### config.mk
export PLATFORM = sky130hd
export DESIGN_NAME = mmio_display_ctrl
export DESIGN_NICKNAME = d
export VERILOG_FILES = /design/src/rtl/mmio_display_pkg.sv /design/src/rtl/mmio_display_ctrl_btn_debounce.sv /design/src/rtl/mmio_display_ctrl.sv
export SDC_FILE = /design/constraint.sdc
export NUM_CORES = 1
export LEC_CHECK = 0
export CORE_UTILIZATION = 50
export DETAILED_ROUTE_END_ITERATION = 10
export PLACE_DENSITY_LB_ADDON = 0.25
export SETUP_SLACK_MARGIN = 0.4
export SLEW_MARGIN = 10
export SYNTH_ARGS = -nofsm -noshare
export SYNTH_HDL_FRONTEND = slang
export SYNTH_SLANG_ARGS = --single-unit
### constraint.sdc
create_clock -name clk -period 3.39 [get_ports clk]
set_input_delay 0.339 -clock clk [delete_from_list [all_inputs] [get_ports clk]]
set_output_delay 0.339 -clock clk [all_outputs]
set_load 0.01 [all_outputs]
### src/rtl/mmio_display_pkg.sv
// mmio_display_pkg
// Shared constants for the MMIO display controller: register word offsets,
// CTRL field positions and the hex-to-7-segment table (active-low, bit 0 = a).
package mmio_display_pkg;

  localparam logic [2:0] REG_SW    = 3'd0;
  localparam logic [2:0] REG_BTN   = 3'd1;
  localparam logic [2:0] REG_DATA  = 3'd2;
  localparam logic [2:0] REG_CTRL  = 3'd3;
  localparam logic [2:0] REG_EVENT = 3'd4;

  localparam int unsigned CTRL_EN_LSB    = 0;
  localparam int unsigned CTRL_DP_LSB    = 8;
  localparam int unsigned CTRL_BLANK_BIT = 16;

  localparam logic [6:0] SEG_BLANK = 7'h7F;

  typedef logic [6:0] seg_tbl_t [16];

  // Index = nibble value; segments are active-low with bit 0 = a, bit 6 = g.
  localparam seg_tbl_t HEX_SEG = '{
    7'h40, 7'h79, 7'h24, 7'h30, 7'h19, 7'h12, 7'h02, 7'h78,
    7'h00, 7'h10, 7'h08, 7'h03, 7'h46, 7'h21, 7'h06, 7'h0E
  };

  function automatic logic [6:0] hex_to_seg(input logic [3:0] nib);
    return HEX_SEG[nib];
  endfunction

endpackage

### src/rtl/mmio_display_ctrl_btn_debounce.sv
// btn_debounce
// One push-button channel: 2-flop synchroniser followed by a stability
// counter. The debounced level only follows the synchronised input after it
// has differed from the current level for DEBOUNCE_CYCLES consecutive cycles.
// Ports:
//   clk_i    system clock
//   rst_ni   asynchronous active-low reset
//   btn_i    raw, bouncing, asynchronous button input
//   level_o  debounced level
//   rise_o   one-cycle pulse, high in the cycle whose edge raises level_o
module btn_debounce #(
  parameter int unsigned DEBOUNCE_CYCLES = 1000000
) (
  input  logic clk_i,
  input  logic rst_ni,
  input  logic btn_i,
  output logic level_o,
  output logic rise_o
);

  localparam int unsigned     CW   = $clog2(DEBOUNCE_CYCLES);
  localparam logic [CW-1:0]   LAST = CW'(DEBOUNCE_CYCLES - 1);

  logic          s1_q, s2_q;
  logic          lvl_q, lvl_d;
  logic [CW-1:0] cnt_q, cnt_d;

  // Any cycle where the synchronised input agrees with the level restarts
  // the count, so every bounce back discards the partial run.
  always_comb begin
    cnt_d = '0;
    lvl_d = lvl_q;
    if (s2_q != lvl_q) begin
      if (cnt_q == LAST) begin
        lvl_d = s2_q;
      end else begin
        cnt_d = cnt_q + CW'(1);
      end
    end
  end

  always_ff @(posedge clk_i or negedge rst_ni) begin
    if (!rst_ni) begin
      s1_q  <= 1'b0;
      s2_q  <= 1'b0;
      lvl_q <= 1'b0;
      cnt_q <= '0;
    end else begin
      s1_q  <= btn_i;
      s2_q  <= s1_q;
      lvl_q <= lvl_d;
      cnt_q <= cnt_d;
    end
  end

  assign level_o = lvl_q;
  assign rise_o  = lvl_d & ~lvl_q;

endmodule

### src/rtl/mmio_display_ctrl.sv
// mmio_display_ctrl
// Memory-mapped peripheral: reads slide switches and debounced push buttons,
// latches button press events, and multiplexes a bank of 7-segment digits.
// Ports:
//   clk, reset_n          clock, asynchronous active-low reset
//   sel, we, addr, wdata  bus access (word offset addr), writes on clk edge
//   rdata                 combinational read data, 0 when sel is low
//   sw, btn               raw asynchronous switch / button inputs
//   an, a2g, dp           registered, active-low digit anodes / segments / dp
module mmio_display_ctrl
  import mmio_display_pkg::*;
#(
  parameter int unsigned NDIGITS         = 8,
  parameter int unsigned NSW             = 16,
  parameter int unsigned NBTN            = 3,
  parameter int unsigned SCAN_DIV        = 100000,
  parameter int unsigned DEBOUNCE_CYCLES = 1000000
) (
  input  logic                clk,
  input  logic                reset_n,
  input  logic                sel,
  input  logic                we,
  input  logic [2:0]          addr,
  input  logic [31:0]         wdata,
  output logic [31:0]         rdata,
  input  logic [NSW-1:0]      sw,
  input  logic [NBTN-1:0]     btn,
  output logic [NDIGITS-1:0]  an,
  output logic [6:0]          a2g,
  output logic                dp
);

  localparam int unsigned DW        = $clog2(SCAN_DIV);
  localparam int unsigned IW        = (NDIGITS > 1) ? $clog2(NDIGITS) : 1;
  localparam int unsigned DATA_BITS = 4 * NDIGITS;

  logic [NSW-1:0]       sw_s1_q, sw_s2_q;
  logic [NBTN-1:0]      btn_lvl, btn_rise;

  logic [DATA_BITS-1:0] data_q, data_d;
  logic [NDIGITS-1:0]   en_q, en_d;
  logic [NDIGITS-1:0]   dpm_q, dpm_d;
  logic                 blank_q, blank_d;
  logic [NBTN-1:0]      event_q, event_d;
  logic [NBTN-1:0]      evt_clr;

  logic [DW-1:0]        div_q, div_d;
  logic [IW-1:0]        idx_q, idx_d;

  logic [NDIGITS-1:0]   an_q, an_d;
  logic [6:0]           seg_q, seg_d;
  logic                 dp_q, dp_d;

  logic                 wr_en;
  assign wr_en = sel & we;

  for (genvar g = 0; g < NBTN; g++) begin : g_btn
    btn_debounce #(
      .DEBOUNCE_CYCLES(DEBOUNCE_CYCLES)
    ) u_debounce (
      .clk_i   (clk),
      .rst_ni  (reset_n),
      .btn_i   (btn[g]),
      .level_o (btn_lvl[g]),
      .rise_o  (btn_rise[g])
    );
  end

  // Register writes. Events are write-1-to-clear, but a rise in the same
  // cycle re-sets the bit so no press is lost.
  always_comb begin
    data_d  = data_q;
    en_d    = en_q;
    dpm_d   = dpm_q;
    blank_d = blank_q;
    evt_clr = '0;
    if (wr_en) begin
      case (addr)
        REG_DATA: data_d = wdata[DATA_BITS-1:0];
        REG_CTRL: begin
          en_d    = wdata[CTRL_EN_LSB +: NDIGITS];
          dpm_d   = wdata[CTRL_DP_LSB +: NDIGITS];
          blank_d = wdata[CTRL_BLANK_BIT];
        end
        REG_EVENT: evt_clr = wdata[NBTN-1:0];
        default: ;
      endcase
    end
    event_d = (event_q & ~evt_clr) | btn_rise;
  end

  always_comb begin
    rdata = '0;
    if (sel) begin
      case (addr)
        REG_SW:    rdata = 32'(sw_s2_q);
        REG_BTN:   rdata = 32'(btn_lvl);
        REG_DATA:  rdata = 32'(data_q);
        REG_CTRL: begin
          rdata[CTRL_EN_LSB +: NDIGITS] = en_q;
          rdata[CTRL_DP_LSB +: NDIGITS] = dpm_q;
          rdata[CTRL_BLANK_BIT]         = blank_q;
        end
        REG_EVENT: rdata = 32'(event_q);
        default:   rdata = '0;
      endcase
    end
  end

  // Scan divider and digit index.
  always_comb begin
    div_d = div_q + DW'(1);
    idx_d = idx_q;
    if (div_q == DW'(SCAN_DIV - 1)) begin
      div_d = '0;
      idx_d = (idx_q == IW'(NDIGITS - 1)) ? '0 : idx_q + IW'(1);
    end
  end

  // Digit decode from the current index; the result is registered so the
  // pins change one cycle after the index or register contents.
  always_comb begin
    logic [3:0] nib;
    logic       hi_zero;
    nib     = '0;
    hi_zero = 1'b0;
    an_d    = '1;
    dp_d    = 1'b1;
    for (int i = 0; i < NDIGITS; i++) begin
      if (idx_q == IW'(i)) begin
        nib     = data_q[4*i +: 4];
        an_d[i] = ~en_q[i];
        dp_d    = ~dpm_q[i];
        // Leading zero: this nibble and every higher one are zero.
        hi_zero = (i != 0) && ((data_q >> (4*i)) == '0);
      end
    end
    seg_d = (blank_q && hi_zero) ? SEG_BLANK : hex_to_seg(nib);
  end

  always_ff @(posedge clk or negedge reset_n) begin
    if (!reset_n) begin
      sw_s1_q <= '0;
      sw_s2_q <= '0;
      data_q  <= '0;
      en_q    <= '0;
      dpm_q   <= '0;
      blank_q <= 1'b0;
      event_q <= '0;
      div_q   <= '0;
      idx_q   <= '0;
      an_q    <= '1;
      seg_q   <= SEG_BLANK;
      dp_q    <= 1'b1;
    end else begin
      sw_s1_q <= sw;
      sw_s2_q <= sw_s1_q;
      data_q  <= data_d;
      en_q    <= en_d;
      dpm_q   <= dpm_d;
      blank_q <= blank_d;
      event_q <= event_d;
      div_q   <= div_d;
      idx_q   <= idx_d;
      an_q    <= an_d;
      seg_q   <= seg_d;
      dp_q    <= dp_d;
    end
  end

  assign an  = an_q;
  assign a2g = seg_q;
  assign dp  = dp_q;

endmodule

==> results.md <==
- Status: complete, no violations
- Mux cell area share after synthesis: 8.41%
- Post-route cell area: 10600 µm²
- Synthesis-to-finish area growth: 22.4%
- First-pass GRT wire length: 31300 µm
- Actual slew at the worst max-slew pin: 0.666 ns
- Synthesized instance count: 819
- Antenna diodes: 0
- Buffers on Ports: 105
- Routed WL: 19000 µm
- Fin util: 63.2%
- Die H: 134 µm
- Die X: 134 µm
- Synth top area cells: dfrtp_1 (50%), mux2_2 (6.0%), nor2_1 (5.1%)
- Via Count: 6278
- Largest net degree at the start of global routing: 72
- Yosys warns: 0
- Grt met3 use: 5.18%
- Worst R2R Start: idx_q[0]$_DFFE_PN0N_
- Pleak: 4.66 nW
- Residual DRC: 0
- GRT Max-Usage Layer: met2
- Final Skew: 0.00984 ns
- Synth Area in XOR/XNOR: 6.57%
- Clock transition at the registers of the reported paths: 0.07 ns
- DRT iter0 DRCs: 381
- Cell taking the most area after synthesis: dfrtp_1
- Final setup vio count: 0
- Post-Synth Adder-Cell Area: 2.31%
- Worst r2r dst: a2g[3]$_DFF_PN1_
- Synth Net Count: 893
- Bufs on Longest Clock Path: 2
- Synth Flop Type: dfrtp_1
- Routed length per instance: 16.4 µm
- ANT nets after route: 0
- # IOs: 106
- GR Util met1: 30.5%
- Critical Path RT: 3.72 ns
- Met2 GRT Util: 36.8%
- Post-synth top cells: dfrtp_1 (173), nor2_1 (117), nand2_1 (60)
- Core Area: 16800 µm²
- Crit path time final: 2.86 ns
- Hpwl dp: 13600 µm
- Reg2reg path depth: 12
- WHS: 0.342 ns
- Insertion delay of the later-clocked pin in the worst-skew pair: 0.43 ns
- Max H-tree Level: 4
- Setup CP Type: flip-flop to flip-flop
- HP Class: input pin to flip-flop
- Final Hold Fails: 0
- Via density per instance: 5.42
- Vias in the first global route: 6121
- CP Launch Type: flip-flop
- WHS Path Cells: 1
- Final period util: 84.4%
- Fmax achieved: 0.350 GHz
- End of the worst hold path: g_btn[0].u_debounce.s1_q$_DFF_PN0_
- CTS tree: yes
- Pwr/cell area: 505 nW/µm²
- Synth Area in Compound Gates: 7.57%
- DRT Pass-1 Iters: 7
- Mapped Area: 8660 µm²
- Share of flip-flops with an asynchronous set or reset: 100%
- Worst endpoint data arrival time: 3.20 ns
- Synth top area share: 50.0%
- Die area: 17900 µm²
- Share of cells above drive strength 1: 13.1%
- Relative slew slack: 55.5%
- Post-DP Area: 9970 µm²
- Initial antenna violation count: 0
- Initial Utilization: 51.7%
- Row count: 47
- #FFs+latches synth: 189
- FF-to-FF setup slack: 0.53 ns
- Worst vdd ir: 396 µV
- Seq/Total Area, Yosys: 54.8%
- Syn Area/Cell: 10.6 µm²
- Most common cell in the netlist: dfrtp_1
- Post-synthesis cell type count: 58
- Setup TNS: 0 ns
- Hold Startpoint: btn[0]
- CP Max Fanout: 5
- Post-synthesis share of cell area spent on and, or, nand and nor gates: 17.8%
- Pins Over Slew Limit: 0
- Grt ovf: 0
- RSZ-0062 raised after global routing: yes
- CTS Buf Count: 17
- Gr usage total: 22.6%
- Post-synth EDFFs: 0
- Largest family of logic cells by synthesized area: simple AND/OR/NAND/NOR gates
- Max Cap Viol: 0
- Final Wtd Congestion: 0.852
- CP endpoint kind: flip-flop
- CTS Sinks: 189
- Clock Root Buffer: clkbuf_16
- Final net count: 999
-- metrics by stage --
step	total power, mW	setup WS [ns]	std cells
after detailed placement	3.42	0.508	1123
after floorplan	3.04	0.417	819
after global routing	5.59	0.363	1158
final	5.35	0.529	1158
after CTS	5.39	0.489	1156
after global placement	3.41	0.540	1123
-- per-layer routing --
layer	vias to the layer above	share of wire, %
li1	3038	-
met1	3068	45
met3	23	4.8
met2	149	48
met5	-	0
met4	0	1.7
-- area by class of cell --
type	instances	area, µm²
fill	1395	6160
clock inverter	9	114
sequential	189	4750
inverter	16	60.1
clock buffer	23	468
multi-input combinational	579	3730
timing repair buffer	122	1210
tap	220	275
-- kinds of logic (layout without fill, tap and decap cells) --
| logic type | count (synthesis) | in the layout |
|---|---|---|
| AO/OA/AOI/OAI | 111 | 111 |
| XOR/XNOR | 65 | 65 |
| adder cells (fa/ha/maj) | 16 | 16 |
| buffers and inverters | 51 | 170 |
| flip-flops | 189 | 189 |
| multiplexers | 67 | 67 |
| AND/OR/NAND/NOR | 320 | 320 |
-- flip-flops by register name (all words and copies together), names as in the netlist, 7 cells and up --
name	flops
dpm_q	8
an	8
div_q	17
sw_s2_q	16
a2g	7
sw_s1_q	16
g_btn.u_debounce.cnt_q	60
data_q	32
en_q	8
-- power breakdown --
group          total (mW)  switching (mW)  internal [mW]  leakage (nW)
combinational       0.704           0.323          0.380          1.99
clock                1.97           0.836           1.13         0.274
sequential           2.68           0.198           2.49          2.39
total                5.35            1.36           4.00          4.66
-- how the worst max path moves through the flow --
stage	slack (ns)	end	startpoint	cells after the start
5_1_grt	0.36	a2g[3]$_DFF_PN1_	idx_q[0]$_DFFE_PN0N_	12
3_5_place_dp	0.51	a2g[3]$_DFF_PN1_	idx_q[0]$_DFFE_PN0N_	12
3_3_place_gp	0.54	rdata[4]	addr[1]	5
6_report	0.53	a2g[3]$_DFF_PN1_	idx_q[0]$_DFFE_PN0N_	12
2_1_floorplan	0.42	a2g[3]$_DFF_PN1_	idx_q[2]$_DFFE_PN0N_	15
4_1_cts	0.49	a2g[3]$_DFF_PN1_	idx_q[0]$_DFFE_PN0N_	12
-- worst max-delay path, stage by stage, from the launching register on --
cell	delay, ns
dfrtp_1	0.42
ha_1	0.24
ha_1	0.22
nor2_2	0.18
a21boi_0	0.23
a222oi_1	0.12
o21bai_1	0.20
a21oi_2	0.21
inv_1	0.11
ha_1	0.27
or3_1	0.38
o211ai_1	0.09
o211ai_1	0.11
-- what timing repair did --
action,in CTS,in global routing
setup endpoints to repair,0,8
hold endpoints to repair,36,0
setup buffers,0,2
resized for setup,0,7
hold buffers,1,0
-- placed cells by master, fill, tap and decap left out, drive strengths merged, types with 6 or more instances in the layout --
| cell type | Yosys | layout |
|---|---|---|
| nand2 | 60 | 60 |
| a21oi | 46 | 46 |
| dfstp | 16 | 16 |
| ha | 16 | 16 |
| nand4 | 7 | 7 |
| xor2 | 46 | 46 |
| nand2b | 8 | 8 |
| clkdlybuf4s50 | 0 | 104 |
| nor2 | 117 | 117 |
| dfrtp | 173 | 173 |
| o21ai | 34 | 34 |
| mux2i | 21 | 21 |
| nand3 | 41 | 41 |
| and3 | 35 | 35 |
| buf | 8 | 17 |
| inv | 16 | 17 |
| and2 | 6 | 6 |
| clkbuf | 27 | 23 |
| or3 | 8 | 8 |
| mux2 | 46 | 46 |
| nor4 | 11 | 11 |
| nor2b | 6 | 6 |
| xnor2 | 19 | 19 |
No activity file was read; power rests on OpenSTA's default activity.
